--- config.mk ---
export PLATFORM = sky130hd
export DESIGN_NAME = reg_counter_nb
export DESIGN_NICKNAME = d
export VERILOG_FILES = /design/src/rtl/reg_counter_pkg.sv /design/src/rtl/reg_counter_nb.sv
export SDC_FILE = /design/constraint.sdc
export NUM_CORES = 1
export LEC_CHECK = 0
export BUFFER_PORTS_ARGS = -buffer_cell sky130_fd_sc_hd__clkbuf_2
export CORE_ASPECT_RATIO = 0.5
export CORE_MARGIN = 2
export CORE_UTILIZATION = 40
export DETAILED_ROUTE_END_ITERATION = 10
export PLACE_DENSITY = 0.65
export SLEW_MARGIN = 5
export SYNTH_ARGS = -nofsm -noshare
export SYNTH_HDL_FRONTEND = slang
export SYNTH_SLANG_ARGS = --single-unit
--- constraint.sdc ---
create_clock -name clk -period 2.2 [get_ports clk]
set_input_delay 0.22 -clock clk [delete_from_list [all_inputs] [get_ports clk]]
set_output_delay 0.22 -clock clk [all_outputs]
set_load 0.05 [all_outputs]
--- src/rtl/reg_counter_pkg.sv ---
// rtl/reg_counter_pkg.sv - mode encodings shared by the register/counter and its users
package reg_counter_pkg;

    localparam logic [1:0] MODE_UP   = 2'b00;
    localparam logic [1:0] MODE_DOWN = 2'b01;
    localparam logic [1:0] MODE_SHL  = 2'b10;
    localparam logic [1:0] MODE_SHR  = 2'b11;

endpackage

--- src/rtl/reg_counter_nb.sv ---
// rtl/reg_counter_nb.sv - multi-mode register: clear, load, up/down count (wrap or saturate), serial shift
//
// Ports:
//   clk      rising-edge clock
//   rst_n    asynchronous active-low reset, OUT <= INIT, ovf <= 0
//   clr      synchronous clear (highest priority)
//   load     parallel load of IN (beats en)
//   en       enables the count/shift selected by mode
//   mode     00 up, 01 down, 10 shift left, 11 shift right
//   ser_in   bit entering the register in shift modes
//   IN       parallel load data
//   OUT      register contents
//   tc       terminal count, combinational from OUT, mode, en
//   ovf      one-cycle registered overflow/underflow flag
//   ser_out  bit that the pending shift will push out, combinational
module reg_counter_nb
    import reg_counter_pkg::*;
#(
    parameter int               WIDTH    = 8,
    parameter logic [WIDTH-1:0] INIT     = '0,
    parameter bit               SATURATE = 1'b0
) (
    input  logic             clk,
    input  logic             rst_n,
    input  logic             clr,
    input  logic             load,
    input  logic             en,
    input  logic [1:0]       mode,
    input  logic             ser_in,
    input  logic [WIDTH-1:0] IN,
    output logic [WIDTH-1:0] OUT,
    output logic             tc,
    output logic             ovf,
    output logic             ser_out
);

    localparam logic [WIDTH-1:0] ALL_ONES = '1;
    localparam logic [WIDTH-1:0] ALL_ZERO = '0;

    logic [WIDTH-1:0] out_q, out_d;
    logic             ovf_q, ovf_d;
    logic             at_max, at_min;

    assign at_max = (out_q == ALL_ONES);
    assign at_min = (out_q == ALL_ZERO);

    always_comb begin
        out_d = out_q;
        ovf_d = 1'b0;
        if (clr) begin
            out_d = ALL_ZERO;
        end else if (load) begin
            out_d = IN;
        end else if (en) begin
            case (mode)
                MODE_UP: begin
                    // The carry is never stored; crossing the top only shows up on ovf.
                    if (at_max) begin
                        ovf_d = 1'b1;
                        out_d = SATURATE ? ALL_ONES : ALL_ZERO;
                    end else begin
                        out_d = out_q + WIDTH'(1);
                    end
                end
                MODE_DOWN: begin
                    if (at_min) begin
                        ovf_d = 1'b1;
                        out_d = SATURATE ? ALL_ZERO : ALL_ONES;
                    end else begin
                        out_d = out_q - WIDTH'(1);
                    end
                end
                MODE_SHL: out_d = {out_q[WIDTH-2:0], ser_in};
                default:  out_d = {ser_in, out_q[WIDTH-1:1]};
            endcase
        end
    end

    always_ff @(posedge clk or negedge rst_n) begin
        if (!rst_n) begin
            out_q <= INIT;
            ovf_q <= 1'b0;
        end else begin
            out_q <= out_d;
            ovf_q <= ovf_d;
        end
    end

    // tc anticipates the ovf that the next enabled edge will raise.
    assign tc      = en & (((mode == MODE_UP) & at_max) | ((mode == MODE_DOWN) & at_min));
    assign ser_out = (mode == MODE_SHL) ? out_q[WIDTH-1] :
                     (mode == MODE_SHR) ? out_q[0]       : 1'b0;

    assign OUT = out_q;
    assign ovf = ovf_q;

endmodule

Word-level counts from Yosys, hierarchy flattened
Index checks and enable logic that the tools add are counted.
Widths: inputs -> output; s select.
Word-level totals
  flip-flop bits (word level): 9
  input bits: 16
  logic and storage cells: 29
Operators by class
  add/sub/neg operators: 2
  equality and inequality tests: 4
  mux-type cells: 14
  bitwise operators: 4
  reduce and logical (&&, ||, !) cells: 3
Operators with widths (count)
  $mux 8: 5
  $pmux 8 s3: 1
  $add 8x1->8 const B: 1
  $eq 8x8->1 const B: 1
  $logic_not 8->1: 1
  $sub 8x1->8 const B: 1
  $mux 1: 7
  $eq 2x2->1 const B: 2
  $and 1x1->1: 3
  $reduce_bool 3->1: 1
  $eq 2x1->1 const B: 1
  $logic_not 2->1: 1
  $pmux 1 s2: 1
  $or 1x1->1: 1

Longest topological paths before layout
Gate-level depths: netlist of the first run.
  word-level depth: 6
  depth in mapped cells: 7

Worst setup path before layout of the first run
Ideal clock, no wire load.
  path kind: register -> output
  from: register out_q[0], in the netlist OUT[0]
  to: output port tc
  data arrival time: 2.920 ns
  slack: -0.940 ns
  cell stages (with the launch flop): 8
  buffers on the path: 1
  cells stage by stage: dfrtp_1 > clkbuf_1 > inv_1 > ha_1 > or3b_2 > nor2_1 > a21oi_1 > nor3b_1
On the way
  cells in the longest elaborated chain, start to end: 4
  elaborated cells on any way between the ends: 6
RTL lines
  start, declared: line reg_counter_nb.sv:40  | logic [WIDTH-1:0] out_q, out_d;
  start signal, assigned: line reg_counter_nb.sv:84  | out_q <= out_d;
  $eq 8x8->1 / $logic_not 8->1 (equally long branches): line reg_counter_nb.sv:44, reg_counter_nb.sv:45
  $and 1x1->1: line reg_counter_nb.sv:90  | assign tc = en & (((mode == MODE_UP) & at_max) | ((mode == MODE_DOWN) & at_min));
  $or 1x1->1 *: line reg_counter_nb.sv:90
  $and 1x1->1 *: line reg_counter_nb.sv:90
  end, declared: line reg_counter_nb.sv:32  | output logic tc,
Every way passes the cells marked *; elsewhere a longest branch is shown, timed or not.

Worst setup path after layout of the first run
Same ends and word-level chain as after synthesis.

==> run summary, run 1 <==
Yosys
* 51 — count of unique library cells instantiated by Yosys
* 9 — post-synthesis sequential element count
* 0.296 — simple-gate share of the synthesized area
* 0.336 — post-synthesis compound-gate area fraction
* dfrtp_1 (21%), o21ai_0 (5.5%), a21oi_1 (5.0%), nor3b_1 (4.8%), nor2b_1 (4.0%) — Synth area leaders
* 7.41 um^2 — post-synthesis area per instance
* 0.205 — fraction of the yosys area taken by sequential cells
* 0 — Yosys Warn Count
* o21ai_0 — most frequent cell after synthesis
* 0 — number of flops mapped to enable cells by yosys
* 0.205 — area share of the leading cell type in the synthesized netlist
* 167 — synthesized netlist net count
* dfrtp_1 — Main synth FF type
* compound AO/OA/AOI/OAI gates — main combinational cell family by area after synthesis
* 0.0400 — xor/xnor cell area share of the yosys netlist
* dfrtp_1 — post-synthesis cell type with the largest combined area
* 1100 um^2 — cell area after synthesis
* 0.00913 — share of synthesized area spent on multiplexers
* o21ai_0 (12), a21oi_1 (11), nor2_1 (11) — top cells by count, synth
* 1.00 — fraction of synthesis flops using an asynchronous set or reset pin
* 0.0342 — adder-cell share of the synthesized area
* 148 — synthesized netlist cell count

GRT
* 0 — number of antenna violations at the first check in global routing
* 1097 — number of global-route vias before repair
* 5860 um — global-route wire length before repair
* 0 — overflow left after global routing
* 23 — maximum number of pins on one net before global-route repair
* 0.251 — Tot GR Track Use

Pwr
* 0.249 mV — largest vdd supply drop
* 0.596 nW — cell leakage power
* 0.283 — clock power share
* 0.269 — Sequential Power Share
* 525 nW/um^2 — power per unit of standard cell area
* 0.000304 W — sw power
* 0.448 — share of total power in combinational logic
* 0.000426 W — Internal Dissipation
* 0.416 — Sw Share

Critical path
* 2 — Worst Path Buf+Inv
* 1.98 ns — CP Data Required Time
* 0.32 ns — flop2flop setup slack
* inv_4 -> ha_4 -> or3b_4 -> nor2_4 -> a21oi_2 -> nor3b_4 -> buf_6 — critical path, cell by cell
* 6 — crit-path max FO
* 6 — depth of the worst register-to-register path
* reg2out — type of the setup path with the least slack
* flop — Worst Setup Start Kind
* 7 — instance count on the critical path
* simple AND/OR/NAND/NOR gates — family with the most delay on the worst path
* primary output — nature of the critical path endpoint
* dfrtp_2 — Critical Path Slowest Stage Cell
* 0.45 ns — Largest stage delay, worst path
* 1.89 ns — data arrival at the endpoint of the critical path

Placed design
* 0.952 — gpl congestion
* 2680 um — DP Wirelength
* 26 — PortBufs
* 205 — post-placement cell count

Clock network
* 9 — Sink Count
* 0.05 ns — Reg clk slew, reported paths
* 0.24 ns — clock latency of the later-clocked register in the worst-skew pair
* 0 — number of post-CTS setup repair buffers
* clkbuf_8 — clock root cell
* 3 — number of buffers added by the clock tree synthesis step
* 1 — CTS H-tree lvls
* 2 — number of buffers on the longest clock path
* done — clock tree from TritonCTS

STA
* 0 ns — Setup Total Neg Slack
* 0.687 — Rel. slew slack
* 0 — number of failing hold endpoints at the final stage
* 0.00503 ns — clock skew
* 0.470 ns — Slew @ Worst Pin
* 474 MHz — maximum achievable frequency
* 0 — setup-violating endpoint count in the final report
* 0 — number of max-slew violations in the final report
* no — setup repair after global routing missed its margin
* 0.960 — final period utilization
* 2.11 ns — minimum period implied by the final worst setup slack

Final layout
* 193 — fin nets
* 26.9% — synth-to-layout area growth
* 0 — Diodes inserted
* 0.312 — share of final-layout standard cells stronger than drive strength 1
* 210 — number of standard cells in the layout, taps in and fillers out

Die
* 78.0 um — Die Wd
* 2600 um^2 — core area
* 27 — Top Ports
* 0.421 — initial core utilization
* 41.0 um — die height
* 3200 um^2 — total die area
* 13 — FP Rows

Detailed routing
* 4 — DRT Pass-1 Iters
* 0 — DRC violations left
* 0 — remaining number of nets flagged by the antenna check after routing
* 6.02 — vias per cell
* 3690 um — DRT Wirelength
* 17.6 um — Routed WL per cell
* 1265 — vias post-DR
* 147 — number of DRC violations after detailed-routing iteration 0

Hold path
* in2reg — worst hold-check path type
* 3 — Hold Path Depth

Status
* completed — outcome

Job
* 0 — Max-cap violations

[area by class of cell]
type	count	area, um^2
clock buffer	3	41.3
multi-input combinational	118	826
tap	37	46.3
sequential	9	228
fill	257	1210
inverter	5	23.8
clock inverter	1	5.00
timing repair buffer	37	221
[sequential cells by signal, indices dropped and copies added (netlist names)]
register  count
OUT           8
ovf           1
[path summary, 6_finish.rpt]
path,startpoint,to
max in group asynchronous,rst_n,OUT[0]
min reg2reg,OUT[6],OUT[7]
max,OUT[0],tc
max reg2reg,OUT[0],OUT[2]
min in group asynchronous,rst_n,OUT[4]
min,IN[1],OUT[1]
[layer usage]
layer | up-vias | routed length [um] | global-route usage
met3 | 2 | 535 | 0.0749
met4 | 0 | 17 | 0.0570
met1 | 565 | 1620 | 0.361
met5 | - | 0 | 0
li1 | 610 | - | -
met2 | 88 | 1520 | 0.371
[power groups by stage]
stage                     Sequential [W]  Combinational (W)  Clock, W
after global placement          0.000197           0.000318         0
final                           0.000197           0.000327  0.000207
after floorplan                 0.000237           0.000193         0
after CTS                       0.000196           0.000322  0.000206
after global routing            0.000198           0.000353  0.000221
after detailed placement        0.000198           0.000319         0
[cell usage in the layout (no fill, tap or decap), drive strengths merged, types with 3 or more instances in the layout]
master | Yosys | final
nand2 | 6 | 6
a31oi | 3 | 3
a21oi | 11 | 11
clkbuf | 10 | 28
nand3 | 3 | 3
xor2 | 4 | 4
buf | 6 | 11
nor3b | 7 | 7
nor3 | 7 | 7
inv | 5 | 5
o21ai | 12 | 12
ha | 3 | 3
dfrtp | 9 | 9
nor2 | 11 | 11
nor2b | 7 | 7
[worst register-to-register path, cell delays in order, from the launching register on]
cell,delay (ns)
dfrtp_2,0.45
inv_4,0.09
ha_4,0.12
or3b_4,0.40
o21bai_1,0.34
o21ai_0,0.17
a211oi_1,0.23
[logic make-up after synthesis]
kind of cell / count (synthesis)
simple gates: 56
compound gates: 53
buf+inv: 21
flops: 9
xor+xnor: 5
fa+ha+maj: 3
mux: 1
[per-stage QoR]
stage	hold WS [ns]	setup slack (ns)	instance area, um^2	utilization	total power (W)
5_1_grt	0.265	0.0166	1390	0.535	0.000772
4_1_cts	0.240	0.0320	1380	0.531	0.000724
3_3_place_gp	0.0940	0.282	1320	0.509	0.000515
3_5_place_dp	0.0998	0.247	1320	0.509	0.000517
2_1_floorplan	-0.0756	0.000968	1160	-	0.000430
6_report	0.247	0.0882	1390	0.535	0.000730
[what timing repair did]
action / in CTS / in global routing
hold buffers: 1 / 0
endpoints found under the hold margin: 9 / 0
resized for setup: 1 / 3
endpoints found under the setup margin: 1 / 1
No activity file was read; power rests on OpenSTA's default activity.
==> inputs of run 2 (changes only) <==
--- a/config.mk
+++ b/config.mk
@@ -6,11 +6,13 @@
 export NUM_CORES = 1
 export LEC_CHECK = 0
 export BUFFER_PORTS_ARGS = -buffer_cell sky130_fd_sc_hd__clkbuf_2
+export CELL_PAD_IN_SITES_DETAIL_PLACEMENT = 1
+export CELL_PAD_IN_SITES_GLOBAL_PLACEMENT = 2
 export CORE_ASPECT_RATIO = 0.5
 export CORE_MARGIN = 2
-export CORE_UTILIZATION = 40
+export CORE_UTILIZATION = 29
 export DETAILED_ROUTE_END_ITERATION = 10
-export PLACE_DENSITY = 0.65
+export PLACE_DENSITY = 0.8
 export SLEW_MARGIN = 5
 export SYNTH_ARGS = -nofsm -noshare
 export SYNTH_HDL_FRONTEND = slang
==> run 2 against run 1 <==
  * Sequential power is essentially flat
  * Register-to-register slack lost 0.10 ns
  * Non-clock buffer count grew 4
  * First-iteration DRC count shrank 12%
  * Critical path depth is the same
  * Via count grew 5.1%
  * Clock skew shrank 0.0041 ns
  * Final cell count grew 8.6%
  * Flip-flop and latch count is the same
  * Maximum frequency shrank 0.70%
  * Routed wire length grew 22%
  * Combinational power grew 6%
  * Largest power group unchanged
==> run summary, run 2 (synthesis results as in run 1) <==
STA
* 2.13 ns — minimum period implied by the final worst setup slack, was 2.11 ns
* 0 — number of max-slew violations in the final report, unchanged
* 0.0733 ns — final critical-path setup slack, was 0.0882 ns
* 0.684 — Rel. slew slack, was 0.687
* 0.000964 ns — clock skew, was 0.00503 ns
* 0 ns — Setup Total Neg Slack, unchanged
* 0 — number of failing hold endpoints at the final stage, unchanged
* 470 MHz — maximum achievable frequency, was 474 MHz
* 0 — setup-violating endpoint count in the final report, unchanged
* 0.469 ns — Slew @ Worst Pin, was 0.470 ns
* 0.967 — final period utilization, was 0.960
* no — setup repair after global routing missed its margin, unchanged

Final layout
* clkbuf_2 — most common library cell in the layout ignoring fill and taps, unchanged
* 0 — Diodes inserted, unchanged
* 197 — fin nets, was 193
* 228 — number of standard cells in the layout, taps in and fillers out, was 210
* OUT (8), ovf (1) — largest registers, unchanged
* 32.0% — synth-to-layout area growth, was 26.9%
* clkbuf_2 (25), buf_4 (14), o21ai_0 (12), nor2_1 (10), a21oi_1 (10) — most frequent cells in the layout, was clkbuf_2 (25), o21ai_0 (12), nor2_1 (10), a21oi_1 (10), buf_4 (10)
* 0.328 — share of final-layout standard cells stronger than drive strength 1, was 0.312
* 8 — flip-flop count of the largest register, all copies and words added, unchanged
* OUT — register ranked first by flip-flop count, unchanged
* 0.410 — core occupancy in the finished layout, was 0.535

Die
* 47.5 um — die height, was 41.0 um
* 0.311 — initial core utilization, was 0.421
* 3530 um^2 — core area, was 2600 um^2
* 4320 um^2 — total die area, was 3200 um^2
* 90.9 um — Die Wd, was 78.0 um
* 15 — FP Rows, was 13
* 27 — Top Ports, unchanged

Critical path
* OUT[1] — reg-to-reg startpoint, was OUT[0]
* reg2out — type of the setup path with the least slack, unchanged
* 0.22 ns — flop2flop setup slack, was 0.32 ns
* 1.91 ns — data arrival at the endpoint of the critical path, was 1.89 ns
* 1.98 ns — CP Data Required Time, about the same
* primary output — nature of the critical path endpoint, unchanged
* 5 — crit-path max FO, was 6
* flop — Worst Setup Start Kind, unchanged
* OUT[2] — worst r2r dst, unchanged
* 6 — depth of the worst register-to-register path, unchanged

Pwr
* 0.617 nW — cell leakage power, was 0.596 nW
* 0.000313 W — sw power, was 0.000304 W
* 0.273 — clock power share, was 0.283
* 515 nW/um^2 — power per unit of standard cell area, was 525 nW/um^2
* 0.166 mV — largest vdd supply drop, was 0.249 mV
* 0.464 — share of total power in combinational logic, was 0.448
* 0.000431 W — Internal Dissipation, was 0.000426 W
* 0.263 — Sequential Power Share, was 0.269
* 0.000744 W — overall power of the completed layout, was 0.000730 W
* 0.421 — Sw Share, was 0.416

Detailed routing
* 4 — DRT Pass-1 Iters, unchanged
* 1330 — vias post-DR, was 1265
* 19.8 um — Routed WL per cell, was 17.6 um
* 129 — number of DRC violations after detailed-routing iteration 0, was 147
* 0 — DRC violations left, unchanged
* 5.83 — vias per cell, was 6.02
* 0 — remaining number of nets flagged by the antenna check after routing, unchanged
* 4510 um — DRT Wirelength, was 3690 um

Clock network
* clkbuf_8 — clock root cell, unchanged
* 9 — Sink Count, unchanged
* 1 — CTS H-tree lvls, unchanged
* 0.24 ns — clock latency of the later-clocked register in the worst-skew pair, about the same
* 0.05 ns — Reg clk slew, reported paths, about the same
* 2 — number of buffers on the longest clock path, unchanged
* done — clock tree from TritonCTS, unchanged
* 3 — number of buffers added by the clock tree synthesis step, unchanged

Placed design
* 26 — PortBufs, unchanged
* 221 — post-placement cell count, was 205
* 0.0952 ns — worst slack, placed, was 0.247 ns
* 0.949 — gpl congestion, was 0.952
* 3300 um — DP Wirelength, was 2680 um

Hold path
* in2reg — worst hold-check path type, unchanged
* 3 — Hold Path Depth, unchanged
* IN[1] — startpoint of the most critical hold path, unchanged
* OUT[1] — worst-case hold path end point, unchanged

GRT
* 0 — number of antenna violations at the first check in global routing, unchanged
* 0.223 — Tot GR Track Use, was 0.251
* 1306 — number of global-route vias before repair, was 1097
* 7220 um — global-route wire length before repair, was 5860 um
* 23 — maximum number of pins on one net before global-route repair, unchanged
* 0 — overflow left after global routing, unchanged

Status
* completed — outcome, unchanged

Job
* 0 — Max-cap violations, unchanged

[run 2: cell types whose count changed in the layout (fill, tap and decap cells not counted), sizes merged]
cell and delta:
buf +4, clkbuf +1, clkinv -1
[run 2: worst max-delay path, cell delays in order (launching register included)]
cell     delay, ns
dfrtp_2       0.44
inv_4         0.09
ha_4          0.13
or3b_4        0.40
nor2_4        0.13
a21oi_2       0.09
nor3b_4       0.20
buf_6         0.18
[run 2: layer usage]
| layer | GRT usage | wire [um] | vias to the layer above |
|---|---|---|---|
| li1 | - | - | 618 |
| met1 | 0.320 | 2280 | 651 |
| met2 | 0.353 | 1880 | 59 |
| met3 | 0.0598 | 344 | 2 |
| met4 | 0.0303 | 3 | 0 |
| met5 | 0 | 0 | - |
[run 2: worst max-delay path by stage]
| stage | from | end | slack [ns] | cells after the start |
|---|---|---|---|---|
| floorplan | OUT[1] | tc | 0.001 | 7 |
| global placement | OUT[1] | tc | 0.13 | 6 |
| detailed placement | OUT[1] | tc | 0.1 | 6 |
| CTS | OUT[1] | tc | 0.01 | 7 |
| global route | OUT[1] | tc | 0.009 | 7 |
| finish | OUT[1] | tc | 0.07 | 7 |
[run 2: stage by stage]
stage / instance area (um^2) / hold WS, ns
finish: 1450 / 0.246
global route: 1450 / 0.305
CTS: 1420 / 0.250
detailed placement: 1360 / 0.110
global placement: 1360 / 0.110
floorplan: 1160 / -0.0756
[run 2: timing repair]
| action | CTS | global route |
|---|---|---|
| setup endpoints to repair | 1 | 1 |
| hold endpoints to repair | 9 | 0 |
| gates resized for setup | 2 | 4 |
| setup buffers | 0 | 2 |
| pin swaps | 0 | 2 |
| hold buffers | 1 | 0 |
[run 2: layout make-up]
type,instances,area [um^2]
tap,51,63.8
inverter,5,23.8
sequential,9,228
fill,464,2080
multi-input combinational,118,835
clock buffer,4,45.0
timing repair buffer,41,251
[run 2: power by group through the flow]
stage	Combinational [W]	Clock (W)	Sequential, W
2_1_floorplan	0.000193	0	0.000237
3_3_place_gp	0.000331	0	0.000197
3_5_place_dp	0.000334	0	0.000198
4_1_cts	0.000339	0.000205	0.000195
5_1_grt	0.000373	0.000214	0.000197
6_report	0.000345	0.000203	0.000196
==> inputs of run 3 (changes only) <==
--- a/config.mk
+++ b/config.mk
@@ -12,6 +12,7 @@
 export CORE_MARGIN = 2
 export CORE_UTILIZATION = 29
 export DETAILED_ROUTE_END_ITERATION = 10
+export GPL_TIMING_DRIVEN = 0
 export PLACE_DENSITY = 0.8
 export SLEW_MARGIN = 5
 export SYNTH_ARGS = -nofsm -noshare
==> run 3 against run 2 <==
  * The run now ends with setup timing left
  * Maximum frequency fell by 5.1%
  * Flip-flop and latch count did not move
  * Count of clock-buffer cells in the layout did not move
  * Final cell count rose by 2.6%
  * Critical path depth rose by 1
  * Hold slack improved by 0.045 ns
  * Routed wire length rose by 2.4%
  * Clock skew rose by 0.0034 ns
==> run summary, run 3 (synthesis results as in run 1) <==
Clock network
* done — clock tree from TritonCTS, unchanged
* 3 — number of buffers added by the clock tree synthesis step, unchanged
* clkbuf_8 — clock root cell, unchanged
* 2 — number of buffers on the longest clock path, unchanged
* 0.24 ns — clock latency of the later-clocked register in the worst-skew pair, about the same
* 9 — Sink Count, unchanged
* 1 — CTS H-tree lvls, unchanged
* 0.05 ns — Reg clk slew, reported paths, about the same

Detailed routing
* 137 — number of DRC violations after detailed-routing iteration 0, was 129
* 0 — remaining number of nets flagged by the antenna check after routing, unchanged
* 4610 um — DRT Wirelength, was 4510 um
* 5.75 — vias per cell, was 5.83
* 19.7 um — Routed WL per cell, was 19.8 um
* 0 — DRC violations left, unchanged
* 1345 — vias post-DR, was 1330
* 4 — DRT Pass-1 Iters, unchanged

GRT
* 0.227 — Tot GR Track Use, was 0.223
* 0 — number of antenna violations at the first check in global routing, unchanged
* 7180 um — global-route wire length before repair, was 7220 um
* 0 — overflow left after global routing, unchanged
* 11 — maximum number of pins on one net before global-route repair, was 23
* 1229 — number of global-route vias before repair, was 1306

Final layout
* 36.1% — synth-to-layout area growth, was 32.0%
* 0.423 — core occupancy in the finished layout, was 0.410
* clkbuf_2 — most common library cell in the layout ignoring fill and taps, unchanged
* OUT — register ranked first by flip-flop count, unchanged
* 0.306 — share of final-layout standard cells stronger than drive strength 1, was 0.328
* 0 — Diodes inserted, unchanged
* 203 — fin nets, was 197
* clkbuf_2 (23), o21ai_0 (12), nor2_1 (10), a21oi_1 (10), clkbuf_1 (9) — most frequent cells in the layout, was clkbuf_2 (25), buf_4 (14), o21ai_0 (12), nor2_1 (10), a21oi_1 (10)
* OUT (8), ovf (1) — largest registers, unchanged
* 8 — flip-flop count of the largest register, all copies and words added, unchanged

Critical path
* 1.98 ns — CP Data Required Time, about the same
* 0.42 ns — Largest stage delay, worst path, was 0.44 ns
* dfrtp_2 — Critical Path Slowest Stage Cell, unchanged
* 2.02 ns — data arrival at the endpoint of the critical path, was 1.91 ns
* primary output — nature of the critical path endpoint, unchanged
* clkbuf_16 -> inv_8 -> ha_4 -> or3b_4 -> nor2_4 -> a21oi_4 -> nor3b_4 -> buf_8 — critical path, cell by cell, was inv_4 -> ha_4 -> or3b_4 -> nor2_4 -> a21oi_2 -> nor3b_4 -> buf_6
* 0.14 ns — flop2flop setup slack, was 0.22 ns
* reg2out — type of the setup path with the least slack, unchanged
* 3 — crit-path max FO, was 5
* flop — Worst Setup Start Kind, unchanged

Job
* 0 — Max-cap violations, unchanged

Placed design
* 3300 um — DP Wirelength, about the same
* 24 — PortBufs, was 26
* 0.883 — gpl congestion, was 0.949

STA
* 0 — number of failing hold endpoints at the final stage, unchanged
* -0.0404 ns — final critical-path setup slack, was 0.0733 ns
* 2.24 ns — minimum period implied by the final worst setup slack, was 2.13 ns
* 0 — number of max-slew violations in the final report, unchanged
* 0.676 ns — Slew @ Worst Pin, was 0.469 ns
* 0.00433 ns — clock skew, was 0.000964 ns
* 0.291 ns — smallest hold slack, was 0.246 ns
* 1 — setup-violating endpoint count in the final report, was 0
* -0.0404 ns — Setup Total Neg Slack, was 0 ns
* 1.02 — final period utilization, was 0.967
* yes — setup repair after global routing missed its margin, was no
* 446 MHz — maximum achievable frequency, was 470 MHz
* 0.545 — Rel. slew slack, was 0.684

Status
* complete, but fails checks — outcome, was completed
* setup timing — failing checks

Die
* 3530 um^2 — core area, unchanged
* 4320 um^2 — total die area, unchanged
* 47.5 um — die height, unchanged
* 27 — Top Ports, unchanged
* 0.311 — initial core utilization, unchanged
* 15 — FP Rows, unchanged
* 90.9 um — Die Wd, unchanged

Pwr
* 0.160 mV — largest vdd supply drop, was 0.166 mV
* 508 nW/um^2 — power per unit of standard cell area, was 515 nW/um^2
* 0.628 nW — cell leakage power, was 0.617 nW

Hold path
* in2reg — worst hold-check path type, unchanged

## run 3: changes by cell type in the layout (fill, tap and decap cells not counted), moves of 2 or more
| cell | previous run | this run |
|---|---|---|
| buf_4 | 14 | 8 |
| clkbuf_2 | 25 | 23 |
| buf_2 | 0 | 3 |
| clkbuf_1 | 1 | 9 |
## run 3: power by group
group          internal (W)  switching [W]  total [W]
combinational      0.000137       0.000226   0.000364
clock              0.000127      0.0000692   0.000196
sequential         0.000179      0.0000199   0.000199
total              0.000443       0.000315   0.000758
## run 3: worst max-delay path, delay by kind of cell, from the launching register on
kind                       cells  cell delay, ns
buffers and inverters          3            0.38
and+or+nand+nor                3            0.76
adders and majority gates      1            0.14
AOI/OAI and AO/OA              1            0.09
DFF                            1            0.42
## run 3: layout make-up
cell class	count	area [um^2]
inverters	5	28.8
clock buffers	4	45.0
well taps	51	63.8
plain buffers	15	88.8
fillers	448	2040
repair buffers	32	193
flip-flops and latches	9	229
multi-input cells	118	843
## run 3: path summary, 6_finish.rpt
path                            cells after the start     end    from
worst max-delay path                                8      tc  OUT[0]
worst min-delay path                                3  OUT[1]   IN[1]
worst max register to register                      7  OUT[2]  OUT[0]
worst min register to register                      4  OUT[7]  OUT[6]
max in group asynchronous                           2  OUT[2]   rst_n
min in group asynchronous                           2  OUT[6]   rst_n
## run 3: metal layers
layer	GRT usage	vias up	routed length, um
li1	-	630	-
met1	0.362	657	2340
met2	0.327	52	1850
met3	0.00945	6	354
met4	0.0818	0	63
met5	0	-	0
## run 3: what timing repair did
| action | 4_1_cts | 5_1_grt |
|---|---|---|
| buffers inserted | 7 | 0 |
| endpoints found under the hold margin | 9 | 0 |
| resized for setup | 7 | 5 |
| pin swaps | 4 | 0 |
| setup endpoints to repair | 2 | 2 |
| hold buffers | 1 | 0 |
## run 3: through the flow
stage	setup slack, ns	power, W	cell area (um^2)	cells
final	-0.0404	0.000758	1490	234
after global routing	-0.0951	0.000802	1490	234
after CTS	-0.0304	0.000752	1480	234
after detailed placement	-0.0320	0.000527	1350	223
after global placement	0.0199	0.000524	1350	223
after floorplan	0.000968	0.000430	1160	148
